File: src/rtl/updown_counter_mod.sv
// updown_counter_mod: up/down counter with run-time modulus, programmable
// step, parallel load and wrap-or-saturate boundary handling.
module updown_counter_mod #(
  parameter int unsigned      WIDTH     = 8,
  parameter int unsigned      STEP_W    = 4,
  parameter bit               SATURATE  = 1'b0,
  parameter logic [WIDTH-1:0] RESET_VAL = '0
) (
  input  logic              clock,
  input  logic              Reset,
  input  logic              En,
  input  logic              Down,
  input  logic              Load,
  input  logic [WIDTH-1:0]  LoadVal,
  input  logic [WIDTH-1:0]  Limit,
  input  logic [STEP_W-1:0] Step,
  input  logic              ClrFlag,
  output logic [WIDTH-1:0]  q,
  output logic              Wrap,
  output logic              Flag,
  output logic              AtMax,
  output logic              AtZero
);

  localparam int unsigned W1 = WIDTH + 1;
  localparam logic [W1-1:0] ONE = 1;

  logic [WIDTH-1:0] q_r;
  logic [WIDTH-1:0] q_nxt;
  logic             wrap_r;
  logic             flag_r;
  logic             evt;

  logic [W1-1:0]    q1;
  logic [W1-1:0]    lim1;
  logic [W1-1:0]    stp1;
  logic [W1-1:0]    s;
  logic [W1-1:0]    sum;
  logic [WIDTH-1:0] dif;
  logic [WIDTH-1:0] up_wr;
  logic [WIDTH-1:0] dn_wr;
  logic [WIDTH-1:0] ld_cl;

  // One extra bit so q + s never aliases modulo 2^WIDTH.
  assign q1    = {1'b0, q_r};
  assign lim1  = {1'b0, Limit};
  assign stp1  = {{(W1-STEP_W){1'b0}}, Step};
  assign s     = (stp1 > lim1) ? lim1 : stp1;
  assign sum   = q1 + s;
  assign dif   = WIDTH'(q1 - s);
  assign up_wr = WIDTH'(sum - (lim1 + ONE));
  assign dn_wr = WIDTH'(q1 + lim1 + ONE - s);
  assign ld_cl = (LoadVal > Limit) ? Limit : LoadVal;

  always_comb begin
    q_nxt = q_r;
    evt   = 1'b0;
    if (Load) begin
      q_nxt = ld_cl;
    end else if (En) begin
      if (q1 > lim1) begin
        q_nxt = Limit;
      end else if (!Down) begin
        if (sum <= lim1) begin
          q_nxt = sum[WIDTH-1:0];
        end else begin
          evt   = 1'b1;
          q_nxt = SATURATE ? Limit : up_wr;
        end
      end else begin
        if (q1 >= s) begin
          q_nxt = dif;
        end else begin
          evt   = 1'b1;
          q_nxt = SATURATE ? '0 : dn_wr;
        end
      end
    end
  end

  always_ff @(posedge clock) begin
    if (Reset) begin
      q_r    <= RESET_VAL;
      wrap_r <= 1'b0;
      flag_r <= 1'b0;
    end else begin
      q_r    <= q_nxt;
      wrap_r <= evt;
      if (evt)
        flag_r <= 1'b1;
      else if (ClrFlag)
        flag_r <= 1'b0;
    end
  end

  assign q      = q_r;
  assign Wrap   = wrap_r;
  assign Flag   = flag_r;
  assign AtMax  = (q_r == Limit);
  assign AtZero = (q_r == '0);

endmodule

File: config.mk
export PLATFORM = sky130hd
export DESIGN_NAME = updown_counter_mod
export DESIGN_NICKNAME = d
export VERILOG_FILES = /design/src/rtl/updown_counter_mod.sv
export SDC_FILE = /design/constraint.sdc
export NUM_CORES = 1
export LEC_CHECK = 0
export ABC_AREA = 1
export BUFFER_PORTS_ARGS = -buffer_cell sky130_fd_sc_hd__buf_2
export CORE_MARGIN = 5
export CORE_UTILIZATION = 34
export DETAILED_ROUTE_END_ITERATION = 8
export GPL_TIMING_DRIVEN = 0
export PLACE_DENSITY = 0.61
export SLEW_MARGIN = 30
export SYNTH_ARGS = -nofsm -noshare
export SYNTH_HDL_FRONTEND = slang
export SYNTH_SLANG_ARGS = --single-unit
File: constraint.sdc
create_clock -name clock -period 3.96 [get_ports clock]
set_clock_uncertainty 0.05 [all_clocks]
set_input_delay 0.396 -clock clock [delete_from_list [all_inputs] [get_ports clock]]
set_output_delay 0.396 -clock clock [all_outputs]
set_load 0.01 [all_outputs]
Word-level counts from Yosys, hierarchy flattened. Index checks and enable logic that the tools add are counted.

Register bits: 10. Input port bits: 26. Output and inout bits: 12. Logic and storage cells: 35.

$add $sub $neg: 7. Order comparisons: 5. Equal/unequal tests: 1. Mux-type cells: 16. Reduce and logical (&&, ||, !) cells: 3.

Operators by type and width (count): 8-bit 2-to-1 mux (8); 8-bit subtractor (3); 8-bit by 1-bit adder with 8-bit output (second input constant) (2); 8-bit > comparator (2); 8-bit by 8-bit adder with 9-bit output (1); 9-bit by 8-bit less-or-equal comparator with 1-bit output (1); 8-bit adder (1); 8-bit == test (1); 8-bit greater-or-equal comparator (1); 4-bit by 8-bit > comparator with 1-bit output (1); 8-bit logical NOT (1); 1-bit 2-to-1 mux (8); 2-bit nonzero test (2).

Longest topological paths before layout.
Depth after elaboration: 10. Depth in mapped cells: 32. Gate-level depth less buffers: 31.

Least setup slack after synthesis. No wires, ideal clock.

Path kind: input to register. From: in Limit[3]. To: reg flag_r, in the netlist Flag. Arrival time: 3.901 ns. Data required time: 3.844 ns. Path slack: -0.057 ns. Cell stages on the path: 25. Buffers on the path: 0. Cell sequence: inv_1 ha_1 nand2_1 o21ai_0 nand3_1 o21ai_0 ha_1 inv_1 fa_1 o21bai_1 xor2_1 inv_1 ha_1 nand2_1 nor2_2 nand2_1 nand3_1 nand2_1 nand2_1 nand2_2 nand3_4 nand2_2 a21oi_2 nand3_2 a21oi_2.

Longest elaborated chain between the ends: 10. Elaborated cells on any way between the ends: 14.

Ends and longest elaborated chain: start, declared (RTL line 15) `input logic [WIDTH-1:0] Limit,`; 4-bit by 8-bit > comparator with 1-bit output (RTL line 48) `assign s = (stp1 > lim1) ? lim1 : stp1;`; 8-bit 2-to-1 mux (RTL line 48); 8-bit by 8-bit adder with 9-bit output (RTL line 49) `assign sum = q1 + s;`; 9-bit by 8-bit less-or-equal comparator with 1-bit output (RTL line 64) `if (sum <= lim1) begin`; 1-bit 2-to-1 mux (RTL line 64); 1-bit 2-to-1 mux (RTL line 63) `end else if (!Down) begin`; 1-bit 2-to-1 mux * (RTL line 61) `if (q1 > lim1) begin`; 1-bit 2-to-1 mux * (RTL line 60) `end else if (En) begin`; 1-bit 2-to-1 mux * (RTL line 58) `if (Load) begin`; 1-bit 2-to-1 mux or 2-bit nonzero test (tied branches); end signal, assigned (RTL line 85) `flag_r <= 1'b0;`; end signal, assigned (RTL line 90) `flag_r <= 1'b1;`; end signal, assigned (RTL line 92) `flag_r <= 1'b0;`; end, declared (RTL line 31) `logic flag_r;`.

Every way passes the cells marked *; elsewhere a longest branch is shown, timed or not. A chain may end at the register's enable or synchronous reset.

Worst setup path after layout.
From: in Limit[1]. To: reg q_r[5], in the netlist q[5].

Longest elaborated chain between the ends: 9. Elaborated cells on any way between the ends: 20.

Ends and longest elaborated chain: 4-bit by 8-bit > comparator with 1-bit output (RTL line 48); 8-bit 2-to-1 mux (RTL line 48); 8-bit by 8-bit adder with 9-bit output (RTL line 49); 8-bit subtractor or 9-bit by 8-bit less-or-equal comparator with 1-bit output (tied branches) (RTL line 51, 64); 8-bit 2-to-1 mux (RTL line 64); 8-bit 2-to-1 mux (RTL line 63); 8-bit 2-to-1 mux (RTL line 61); 8-bit 2-to-1 mux (RTL line 60); 8-bit 2-to-1 mux * (RTL line 58); end signal, assigned (RTL line 87) `q_r <= q_nxt;`; end, declared (RTL line 28) `logic [WIDTH-1:0] q_r;`.

Every way passes the cells marked *; elsewhere a longest branch is shown, timed or not. The select of a mux whose other input is x is not followed.

==> results_dict.tcl <==
set metrics [dict create \
    status "finished clean" \
    finalWirelength_mm 10.1 \
    io_buffers 36 \
    tns_ns 0 \
    dr_total_vias 3441 \
    clock_sinks 10 \
    clock_power_share_pct 6.9 \
    area.growth.synth_to_final_pct 29.5 \
    grt_first_pass_wirelength_mm 16.0 \
    hp-class "in -> reg" \
    drtPass1Iterations 5 \
    drc 0 \
    dieArea_sq_mm 0.0112 \
    root_buffer "clkbuf_8" \
    crit_path_frequent_cell "ha_4" \
    core_sq_mm 0.00906 \
    power.density_mw_per_mm2 374 \
    synth_common_cells "nand2_1, inv_1, ha_1" \
    wl_per_cell_microns 15.0 \
    rsz0062_at_grt "true" \
    drt_iter0_markers 198 \
    finalInstanceArea_sq_mm 0.00403 \
    place_inst 642 \
    via_per_inst 5.14 \
    drive_gt1_share_pct 27.5 \
    finalCriticalPeriod_ns 3.89 \
    ys_seq_elements 10 \
    fp.dieH_microns 106 \
    finalSetupViolations 0 \
    insertion_delay_ns 0.23 \
    max_stage_delay_ns 0.35 \
    cp.required_ns 4.03 \
    r2r_start "q[1]" \
    synth.area.top_cells "ha_1, nand2_1, inv_1" \
    synth_cells 489 \
    netlist_area_sq_mm 0.00311 \
    initial_core_util_pct 34.3 \
    cp_top_family "adder cells" \
    grt_overflow_total 0 \
    cts_max_level 1 \
    critPathCaptureType "register" \
    cap_violations 0 \
    criticalPathCategory "in -> reg" \
    seqPwrFrac_pct 10.8 \
    synth_flop_cell "dfxtp_1" \
    grt_max_degree 12 \
    power.switching_w 0.000809 \
    yosysWarnings 0 \
    yosysSeqAreaShare_pct 6.43 \
    n_antenna_cell 0 \
    gp_congestion 0.874 \
    max-slew-margin-rel_pct 63.8 \
    comb_power_share_pct 82.3 \
    io-pin-count 38 \
    antenna_left 0 \
    cts_tree "built" \
    switching_share_pct 53.7 \
    whs_ns 0.305 \
    hold_viol 0 \
    die_w_microns 106 \
    grt_pass1_vias 3269 \
    synth-edff-count 0 \
    slew_violations 0 \
    groute.usage.overall_pct 17.6 \
    critPathLaunch "Limit[1]" \
    final_cells 670 \
    dp_hpwl_mm 7.64 \
    cts_max_path_buffers 2 \
    crit_buf_inv 6 \
    placed_cell_area_sq_mm 0.00345 \
    worstPathArrival_ns 3.96 \
    worst_slew_pin_slew_ns 0.542 \
    synth_most_common_cell "nand2_1" \
    synth_area_per_cell_sq_um 6.37 \
    antenna_found_initial 0 \
    cp_max_fo 7 \
    max_freq_ghz 0.257 \
    cp_slowest_cell "fa_2" \
    p_leak_nw 2.15 \
    finalNetCount 652 \
    std_cell_rows 35 \
    synth.distinct_cells 40 \
    synth_top_area_share_pct 23.3 \
    power_w 0.00151 \
    ir_worst_vdd_mv 0.156 \
    n_fill_cell 943 \
    ys_async_sr_fraction_pct 0 \
    cts_made_buffers 3 \
    period_share_pct 98.3 \
    min_from "Reset" \
    synth_area_leader_cell "ha_1" \
    startpoint_type "input pin" \
    path_clk_slew_ns 0.04 \
    intPower_w 0.000698 \
]
==> state kept, by name, indices dropped and copies added (netlist names) <==
register,flops
Wrap,1
q,8
Flag,1
==> cells by family after synthesis <==
group | Yosys count | share of synthesized area [%]
other cells | 2 | 0.241
compound gates | 97 | 18.5
flops | 10 | 6.43
fa+ha+maj | 65 | 27.8
simple gates | 202 | 29.8
xor+xnor | 19 | 5.35
buf+inv | 94 | 11.9
==> worst paths after layout <==
check | cells after the start | to | slack, ns
setup / recovery | 25 | q[5] | 0.07
hold / removal | 2 | Flag | 0.31
setup reg to reg | 17 | q[5] | 0.57
hold reg to reg | 2 | Flag | 0.43
==> worst register-to-register path, cell delays in order (launching register included) <==
cell and delay, ns:
dfxtp_1 0.63, inv_1 0.21, fa_2 0.45, o21bai_1 0.18, xor2_1 0.25, inv_1 0.11
ha_4 0.32, nand2_4 0.07, nor2_4 0.10, buf_4 0.11, nand3_2 0.08, nand2_4 0.15
buf_4 0.13, nand4_1 0.09, nand3_1 0.10, nand3_1 0.09, nand2_2 0.11, a21oi_2 0.05
==> area by class of cell <==
type	instances	area, sq um	share of cell area, %
Inverter	86	334	8.28
Buffer	8	50.0	1.24
Multi-Input combinational cell	392	2870	71.1
Sequential cell	10	200	4.96
Tap cell	111	139	3.44
Clock buffer	3	41.3	1.02
Timing Repair Buffer	60	402	9.96
==> timing repair <==
item / 4_1_cts / 5_1_grt
setup endpoints to repair: 10 / 10
gates resized for setup: 42 / 34
gates cloned: 1 / 0
hold buffers: 0 / 0
pin swaps: 18 / 35
hold endpoints to repair: 0 / 0
buffers inserted: 14 / 10
==> power by group through the flow <==
stage                     Sequential, W  Combinational [W]  Clock (W)
after floorplan                0.000147           0.000783          0
after global placement         0.000164           0.000997          0
after detailed placement       0.000164            0.00101          0
after CTS                      0.000163            0.00114   0.000106
after global routing           0.000166            0.00138   0.000112
final                          0.000163            0.00124   0.000104
==> layout by cell type, fill, tap and decap left out, types with 2 or more instances in the layout <==
cell type	n
or2_2	4
nor2_2	3
o21ai_0	27
o21bai_1	3
xnor2_1	6
fa_1	6
o21a_1	2
xor2_1	13
clkbuf_8	3
buf_8	3
buf_4	21
inv_2	6
nand4_1	12
nor2_1	19
inv_1	76
conb_1	8
o21ai_1	2
a21oi_4	2
dfxtp_1	10
buf_6	5
a21oi_2	15
nor3_1	2
nand2_1	96
o21ai_2	4
a21boi_0	2
o211ai_1	2
a21oi_1	31
nand3_1	28
buf_2	37
nand3_2	8
clkbuf_1	2
nand2_2	19
nand2_4	3
clkinvlp_4	3
nand3_4	3
ha_1	49
a21o_1	3
ha_4	9
o21ai_4	3
==> per-layer routing <==
metal	track usage, %	vias to the layer above	share of wire (%)
li1	-	1734	-
met1	23.2	1594	44
met2	29.4	89	46
met3	1.41	24	4.5
met4	7.86	0	4.7
met5	0	-	0
==> metrics by stage <==
stage,util [%],setup slack [ns]
after floorplan,-,0.0252
after global placement,38.1,-0.893
after detailed placement,38.1,-1.00
after CTS,42.0,0.00466
after global routing,44.5,-0.155
final,44.5,0.0680
No activity file was read; power rests on OpenSTA's default activity.
